===== config.mk =====
export PLATFORM = sky130hd
export DESIGN_NAME = bcd_addsub_serial
export DESIGN_NICKNAME = d
export VERILOG_FILES = /design/src/rtl/bcd_addsub_serial.sv
export SDC_FILE = /design/constraint.sdc
export NUM_CORES = 1
export LEC_CHECK = 0
export ABC_AREA = 0
export CAP_MARGIN = 20
export CORE_MARGIN = 5
export CORE_UTILIZATION = 55
export CTS_CLUSTER_SIZE = 28
export DETAILED_ROUTE_END_ITERATION = 10
export PLACE_DENSITY_LB_ADDON = 0.08
export SETUP_SLACK_MARGIN = 0.3
export SYNTH_ARGS = -nofsm -noshare
export SYNTH_HDL_FRONTEND = slang
export SYNTH_SLANG_ARGS = --single-unit

===== constraint.sdc =====
create_clock -name clk -period 4.6 [get_ports clk]
set_input_delay 0.46 -clock clk [delete_from_list [all_inputs] [get_ports clk]]
set_output_delay 0.46 -clock clk [all_outputs]
set_load 0.02 [all_outputs]

===== src/rtl/bcd_addsub_serial.sv =====
// bcd_addsub_serial: digit-serial packed-BCD adder/subtractor with start/done handshake.
// Processes one BCD digit per clock, least significant first. Subtraction is done as
// A + tens-complement(B); a missing end carry means A < B, and a second serial pass
// takes the tens-complement of the working result to produce a sign-magnitude answer.
// Optional build macro: BCD_ADDSUB_SAT_EN -- when defined, an add that carries out of
// the top digit saturates the result to all nines instead of wrapping modulo 10^DIGITS.
module bcd_addsub_serial #(
  parameter int DIGITS = 4
) (
  input  logic                  clk,
  input  logic                  rst_n,
  input  logic                  start,
  input  logic                  op_sub,
  input  logic [4*DIGITS-1:0]   a,
  input  logic [4*DIGITS-1:0]   b,
  output logic                  busy,
  output logic                  done,
  output logic [4*DIGITS-1:0]   result,
  output logic                  neg,
  output logic                  overflow,
  output logic                  invalid
);

  localparam int W     = 4 * DIGITS;
  localparam int IDX_W = (DIGITS > 1) ? $clog2(DIGITS) : 1;
  localparam logic [IDX_W-1:0] LAST_IDX = IDX_W'(DIGITS - 1);

  typedef enum logic [1:0] {
    S_IDLE = 2'd0,
    S_CALC = 2'd1,
    S_COMP = 2'd2,
    S_DONE = 2'd3
  } state_t;

  // One decimal digit step: {carry_out, digit} of x + y + cin with BCD correction.
  function automatic logic [4:0] dec_digit(input logic [3:0] x, input logic [3:0] y,
                                           input logic cin);
    logic [4:0] s;
    s = {1'b0, x} + {1'b0, y} + {4'b0000, cin};
    if (s > 5'd9) begin
      dec_digit = {1'b1, 4'(s - 5'd10)};
    end else begin
      dec_digit = {1'b0, s[3:0]};
    end
  endfunction

  // Registered state
  state_t             state_q, state_d;
  logic [W-1:0]       a_q, a_d;
  logic [W-1:0]       b_q, b_d;
  logic               op_sub_q, op_sub_d;
  logic [IDX_W-1:0]   idx_q, idx_d;
  logic               carry_q, carry_d;
  logic [3:0]         work_q [DIGITS];
  logic [3:0]         work_d [DIGITS];
  logic               inv_w_q, inv_w_d;
  logic               neg_w_q, neg_w_d;
  logic               ovf_w_q, ovf_w_d;
  logic               busy_q, busy_d;
  logic               done_q, done_d;
  logic [W-1:0]       result_q, result_d;
  logic               neg_q, neg_d;
  logic               overflow_q, overflow_d;
  logic               invalid_q, invalid_d;

  // Per-digit views of the latched operands and the working result
  logic [3:0]         a_dig [DIGITS];
  logic [3:0]         b_dig [DIGITS];
  logic [W-1:0]       work_flat;
  logic [DIGITS-1:0]  digit_bad;

  genvar gi;
  generate
    for (gi = 0; gi < DIGITS; gi++) begin : g_digit
      assign a_dig[gi]              = a_q[4*gi +: 4];
      assign b_dig[gi]              = b_q[4*gi +: 4];
      assign work_flat[4*gi +: 4]   = work_q[gi];
      // Validity is checked on the live inputs, since it decides the first transition.
      assign digit_bad[gi]          = (a[4*gi +: 4] > 4'd9) || (b[4*gi +: 4] > 4'd9);
    end
  endgenerate

  logic       any_bad;
  logic       is_last;
  logic [3:0] b_eff;
  logic [3:0] comp_in;
  logic [4:0] calc_step;
  logic [4:0] comp_step;

  assign any_bad = |digit_bad;
  assign is_last = (idx_q == LAST_IDX);

  // Next-state and datapath logic for the whole sequencer
  always_comb begin
    state_d    = state_q;
    a_d        = a_q;
    b_d        = b_q;
    op_sub_d   = op_sub_q;
    idx_d      = idx_q;
    carry_d    = carry_q;
    work_d     = work_q;
    inv_w_d    = inv_w_q;
    neg_w_d    = neg_w_q;
    ovf_w_d    = ovf_w_q;
    busy_d     = busy_q;
    done_d     = 1'b0;
    result_d   = result_q;
    neg_d      = neg_q;
    overflow_d = overflow_q;
    invalid_d  = invalid_q;

    // Nines-complement of B when subtracting; the initial carry of 1 completes the tens-complement.
    b_eff     = op_sub_q ? (4'd9 - b_dig[idx_q]) : b_dig[idx_q];
    calc_step = dec_digit(a_dig[idx_q], b_eff, carry_q);
    comp_in   = 4'd9 - work_q[idx_q];
    comp_step = dec_digit(comp_in, 4'd0, carry_q);

    case (state_q)
      S_IDLE: begin
        if (start) begin
          a_d      = a;
          b_d      = b;
          op_sub_d = op_sub;
          idx_d    = '0;
          carry_d  = op_sub;
          for (int i = 0; i < DIGITS; i++) begin
            work_d[i] = 4'd0;
          end
          inv_w_d  = any_bad;
          neg_w_d  = 1'b0;
          ovf_w_d  = 1'b0;
          busy_d   = 1'b1;
          state_d  = any_bad ? S_DONE : S_CALC;
        end
      end

      S_CALC: begin
        work_d[idx_q] = calc_step[3:0];
        carry_d       = calc_step[4];
        if (is_last) begin
          idx_d = '0;
          if (!op_sub_q) begin
            ovf_w_d = calc_step[4];
            state_d = S_DONE;
`ifdef BCD_ADDSUB_SAT_EN
            if (calc_step[4]) begin
              for (int i = 0; i < DIGITS; i++) begin
                work_d[i] = 4'd9;
              end
            end
`endif
          end else if (calc_step[4]) begin
            // End carry present: A >= B and the working value is already the magnitude.
            state_d = S_DONE;
          end else begin
            // No end carry: A < B, so recomplement the working value for the magnitude.
            neg_w_d = 1'b1;
            carry_d = 1'b1;
            state_d = S_COMP;
          end
        end else begin
          idx_d = idx_q + 1'b1;
        end
      end

      S_COMP: begin
        work_d[idx_q] = comp_step[3:0];
        carry_d       = comp_step[4];
        if (is_last) begin
          idx_d   = '0;
          state_d = S_DONE;
        end else begin
          idx_d = idx_q + 1'b1;
        end
      end

      S_DONE: begin
        result_d   = inv_w_q ? '0 : work_flat;
        neg_d      = !inv_w_q && neg_w_q;
        overflow_d = !inv_w_q && ovf_w_q;
        invalid_d  = inv_w_q;
        done_d     = 1'b1;
        busy_d     = 1'b0;
        state_d    = S_IDLE;
      end

      default: begin
        state_d = S_IDLE;
        busy_d  = 1'b0;
      end
    endcase
  end

  // State register; reset aborts any operation in flight without a done pulse
  always_ff @(posedge clk or negedge rst_n) begin
    if (!rst_n) begin
      state_q    <= S_IDLE;
      a_q        <= '0;
      b_q        <= '0;
      op_sub_q   <= 1'b0;
      idx_q      <= '0;
      carry_q    <= 1'b0;
      for (int i = 0; i < DIGITS; i++) begin
        work_q[i] <= 4'd0;
      end
      inv_w_q    <= 1'b0;
      neg_w_q    <= 1'b0;
      ovf_w_q    <= 1'b0;
      busy_q     <= 1'b0;
      done_q     <= 1'b0;
      result_q   <= '0;
      neg_q      <= 1'b0;
      overflow_q <= 1'b0;
      invalid_q  <= 1'b0;
    end else begin
      state_q    <= state_d;
      a_q        <= a_d;
      b_q        <= b_d;
      op_sub_q   <= op_sub_d;
      idx_q      <= idx_d;
      carry_q    <= carry_d;
      work_q     <= work_d;
      inv_w_q    <= inv_w_d;
      neg_w_q    <= neg_w_d;
      ovf_w_q    <= ovf_w_d;
      busy_q     <= busy_d;
      done_q     <= done_d;
      result_q   <= result_d;
      neg_q      <= neg_d;
      overflow_q <= overflow_d;
      invalid_q  <= invalid_d;
    end
  end

  assign busy     = busy_q;
  assign done     = done_q;
  assign result   = result_q;
  assign neg      = neg_q;
  assign overflow = overflow_q;
  assign invalid  = invalid_q;

endmodule


### Yosys cells after proc, flatten, opt, wreduce, memory -nomap -nowiden

Cells that the tools add are included.
W data, S select, Z words.

* bitwise operators: 1
* equality and inequality tests: 10
* multiplexer cells: 44
* $add $sub $neg: 8
* magnitude comparators: 12
* reduce and logical (&&, ||, !) cells: 22

Operators by type and width (count)
* $pmux W16 S3: 1
* $bwmux W16: 2
* $gt A4 B4 Y1 const B: 8
* $mux W16: 2
* $mux W4: 8
* $bmux W4 S2: 3
* $mux W1: 13
* $mux W2: 6
* $ne A2 B2 Y1 const B: 6
* $gt A5 B4 Y1 const B: 2
* $mux W5: 2
* $demux W4 S2: 1
* $pmux W2 S4: 1
* $reduce_and A2 Y1: 4
* $sub A4 B4 Y4 const A: 2
* $sub A4 B4 Y4 const B: 2
* $eq A2 B2 Y1 const B: 3
* $pmux W1 S2: 3
* $reduce_bool A2 Y1: 3
* $add A4 B1 Y5: 1
* $add A4 B4 Y5: 1
* $add A5 B1 Y5: 1
* $reduce_and A5 Y1: 1
* $logic_or A1 B1 Y1: 4
* other kinds (15): 17

* output and inout bits: 21
* register bits after elaboration: 78
* input bits: 36

### Depth between registers and ports, before layout

* depth after elaboration: 14
* depth in mapped cells: 15

### Least setup slack after synthesis

OpenSTA, ideal clock, no wires.

* kind: reg2reg
* from: register idx_q[0]
* to: register work_q, in the netlist work_flat[1]
* arrival time: 3.618 ns
* path buffers: 2
* library setup time: 0.133 ns
* setup slack: 0.848 ns
* cell stages (with the launch flop): 15
* path through: dfrtp_1 buf_6 clkbuf_1 mux4_2 inv_1 ha_1 xnor2_1 ha_1 a21boi_0 a221oi_1 o21bai_1 a211o_1 o211ai_2 o211ai_1 o211ai_1

* word-level cells in the longest chain between the ends: 12

RTL lines
* from (decl): line 52 `logic [IDX_W-1:0] idx_q, idx_d;`
* from (signal assigned): line 220 `idx_q <= idx_d;`
* $not A2 Y3 (not written as such) (*)
* $bmux W4 S2: line 113 `b_eff = op_sub_q ? (4'd9 - b_dig[idx_q]) : b_dig[idx_q];`
* $mux W4 (not written as such) (2 in a row): line 113
* $sub A4 B4 Y4: line 113
* $mux W4: line 113
* $add A4 B4 Y5: line 39 `s = {1'b0, x} + {1'b0, y} + {4'b0000, cin};`
* $add A5 B1 Y5: line 39
* $sub A4 B4 Y4 or $gt A5 B4 Y1 (tied branches): line 41, 40
* $mux W5: line 40 `if (s > 5'd9) begin`
* $bwmux W16: line 138 `work_d[idx_q] = calc_step[3:0];`
* $pmux W16 S3 (*): line 118 `case (state_q)`
* to (signal assigned): line 222 `work_q <= work_d;`
* to (decl): line 54 `logic [3:0] work_q [DIGITS];`

Mark *: on every way between the ends. The rest lies on a longest branch, timed or not. The select of a mux whose other input is x is not followed.
A chain may end at the register's enable or synchronous reset.

### Final worst setup path

* from: register idx_q[0]
* to: register work_q, in the netlist work_flat[5]

The elaborated chain is that of the path after synthesis.

==> results.py <==
metrics = {
    "timing": {
        "period_share_pct": 85.4,
        "fmax_ghz": 0.255,
        "hold_viol": 0,
        "clock_skew_ns": 0.00869,
        "worst_pin_slew_ns": 0.968,
        "setup_tns_ns": 0,
        "fin_crit_ns": 3.93,
        "setup_slack_ns": 0.673,
        "rsz0062_at_grt": "false",
        "relSlewSlack_pct": 35.5,
        "slew_violations": 0,
        "setup_viol": 0,
    },
    "synthesis": {
        "synthCells": 390,
        "netlist_area_um2": 4250,
        "seq_area_frac_synth_pct": 45.9,
        "synth_edf_count": 0,
        "async_reset_ff_share_pct": 100,
        "syn_nets": 448,
        "postSynthAreaPerCell_um2": 10.9,
        "yosysWarnings": 0,
        "ys_ff_latch": 78,
        "synth_ff_type": "dfrtp_1",
        "ys_types": 51,
    },
    "detailed_routing": {
        "vias_per_cell": 5.76,
        "num_vias": 3163,
        "drc": 0,
        "drt_iter0_drc": 174,
        "wl_um": 9290,
        "first_pass_iters": 6,
        "ant_nets": 0,
        "wire_per_inst_um": 16.9,
    },
    "setup_path": {
        "crit_type": "flip-flop to flip-flop",
        "crit_path_end_kind": "flip-flop",
        "worstPathArrival_ns": 4.16,
        "critPathLaunchType": "flip-flop",
        "crit_fanout": 12,
        "cp.required_ns": 4.83,
    },
    "clock_tree": {
        "hold_buffers": 0,
        "h-tree-depth": 3,
        "ctsResizeCount": 0,
        "cts_buffer_depth": 2,
        "clkLatencyLatePin_ns": 0.36,
        "numCtsBuffers": 9,
        "cts_tree": "yes",
        "cts.sink_count": 78,
        "postCtsSetupBuffers": 0,
        "clk_pin_slew_ns": 0.08,
        "root_buffer": "clkbuf_8",
    },
    "global_route": {
        "met1_usage_pct": 24.3,
        "grt_pass1_wl_um": 15600,
        "top_usage_layer": "met2",
        "grt_use_total_pct": 20.4,
        "grt_max_degree": 79,
        "grt_use_met3_pct": 5.00,
        "grt-ovfl-total": 0,
        "grt_pass1_vias": 3261,
        "antenna_found_initial": 0,
        "met2_usage_pct": 35.5,
    },
    "status": {
        "status": "completed",
    },
    "final_layout": {
        "drive_gt1_share_pct": 15.2,
        "diodes": 0,
        "final_nets": 500,
        "area_growth_syn_to_layout_pct": 19.4,
    },
    "pwr": {
        "power_density_nw_per_um2": 842,
        "power_mw": 4.27,
        "ir_drop_mv": 0.462,
        "leakage_nw": 2.12,
    },
    "floorplanning": {
        "initial_utilization_pct": 55.9,
        "core_um2": 7610,
        "die_y_um": 97.9,
        "die_area_um2": 9590,
        "io_pins": 57,
        "rows": 32,
        "die_w_um": 97.9,
    },
    "placed_design": {
        "hpwlAfterDp_um": 6930,
        "port_buffers": 56,
        "place.gp.congestion": 0.867,
        "dp_slack_ns": 0.696,
    },
    "flow_run": {
        "cap_violations": 0,
    },
    "worst_hold_path": {
        "worstHoldPathType": "input pin to asynchronous set/reset pin",
    },
}
placed cells by master, fill, tap and decap left out, drive strengths merged, types with 4 or more instances in the layout:
master and count:
a21oi 17, a32oi 4, buf 4, clkbuf 11, clkdlybuf4s50 55, clkinvlp 4, dfrtp 78, ha 20
inv 34, mux2 36, mux4 12, nand2 40, nand3 7, nor2 19, nor3 8, o211ai 10
o21ai 23, o22ai 17, xnor2 6
cells by family after synthesis:
logic type      synth area share, %
compound gates                 14.8
simple gates                   9.30
flops                          45.9
buf+inv                        4.80
mux                            16.5
fa+ha+maj                      6.83
xor+xnor                       1.88
layout make-up:
class	instances	area, um^2
clock buffers	11	131
clock inverters	5	60.1
fillers	607	2530
inverters	34	128
multi-input cells	260	2090
flip-flops and latches	78	1950
well taps	102	128
repair buffers	59	581
layer usage:
layer | part of all wire (%) | wire length (um)
met1 | 40 | 3680
met2 | 52 | 4850
met3 | 5.9 | 550
met4 | 2.3 | 214
met5 | 0 | 0
flip-flops by register name, summed over array words and instances (netlist names), 2 cells and up:
signal     flops
a_q           16
b_q           16
idx_q          2
result        16
state_q        2
work_flat     16
synthesized netlist by cell type, types with 2 or more instances:
master    count  share of area, %
o21ai_0      22               2.6
nor2_1       19               1.7
o21ba_2       2              0.47
clkbuf_1     14               1.2
nor3_1        8              0.94
a211oi_1      2              0.35
o211ai_1      9               1.6
nand2b_1      2              0.29
dfrtp_1      78                46
mux4_2        8               4.2
and3b_1       3              0.62
xnor2_1       5               1.0
fa_1          2              0.94
a22o_1        3              0.62
ha_1         20               5.9
nand3_1       7              0.82
inv_1        34               3.0
a22oi_1       2              0.35
nor2b_1       3              0.44
mux4_1        4               2.5
buf_1         2              0.18
mux2_2       36               9.5
nand4_1       2              0.29
a211o_1       2              0.41
o22a_1        2              0.41
o22ai_1      16               2.4
a21oi_1      17               2.0
a32oi_1       4              0.82
nand2_1      40               3.5
final timing paths:
check / to / slack, ns / cells after the start / start
setup / recovery: work_flat[5] / 0.67 / 14 / idx_q[0]
hold / removal: result[0] / 0.24 / 1 / rst_n
setup reg to reg: work_flat[5] / 0.67 / 14 / idx_q[0]
min in group clk: neg / 0.51 / 2 / neg_w_q
hold reg to reg: neg / 0.51 / 2 / neg_w_q
max in group asynchronous: ovf_w_q / 3.72 / 1 / rst_n
worst max-delay path: stages (launching register included):
cell and delay [ns]:
dfrtp_1 0.53, buf_4 0.28, mux4_1 0.66, inv_1 0.09, ha_1 0.22, nand2_1 0.06
o21ai_0 0.08, ha_1 0.36, xnor2_1 0.18, and2_1 0.20, o31a_1 0.37, xnor2_1 0.20
o211ai_2 0.21, o211ai_1 0.23, nand3_1 0.11
power by group:
part | switching (mW) | internal (mW) | total [mW]
sequential | 0.225 | 0.925 | 1.15
clock | 0.252 | 0.251 | 0.502
combinational | 1.45 | 1.17 | 2.62
metrics by stage:
step	cells	utilization (%)	cell area, um^2	hold WS (ns)
after global placement	533	64.2	4880	0.486
final	549	66.7	5070	0.236
after global routing	549	66.7	5070	0.344
after floorplan	390	-	4250	0.164
after CTS	549	66.7	5070	0.292
after detailed placement	533	64.2	4880	0.486
Power figures use the tool's default switching activity.
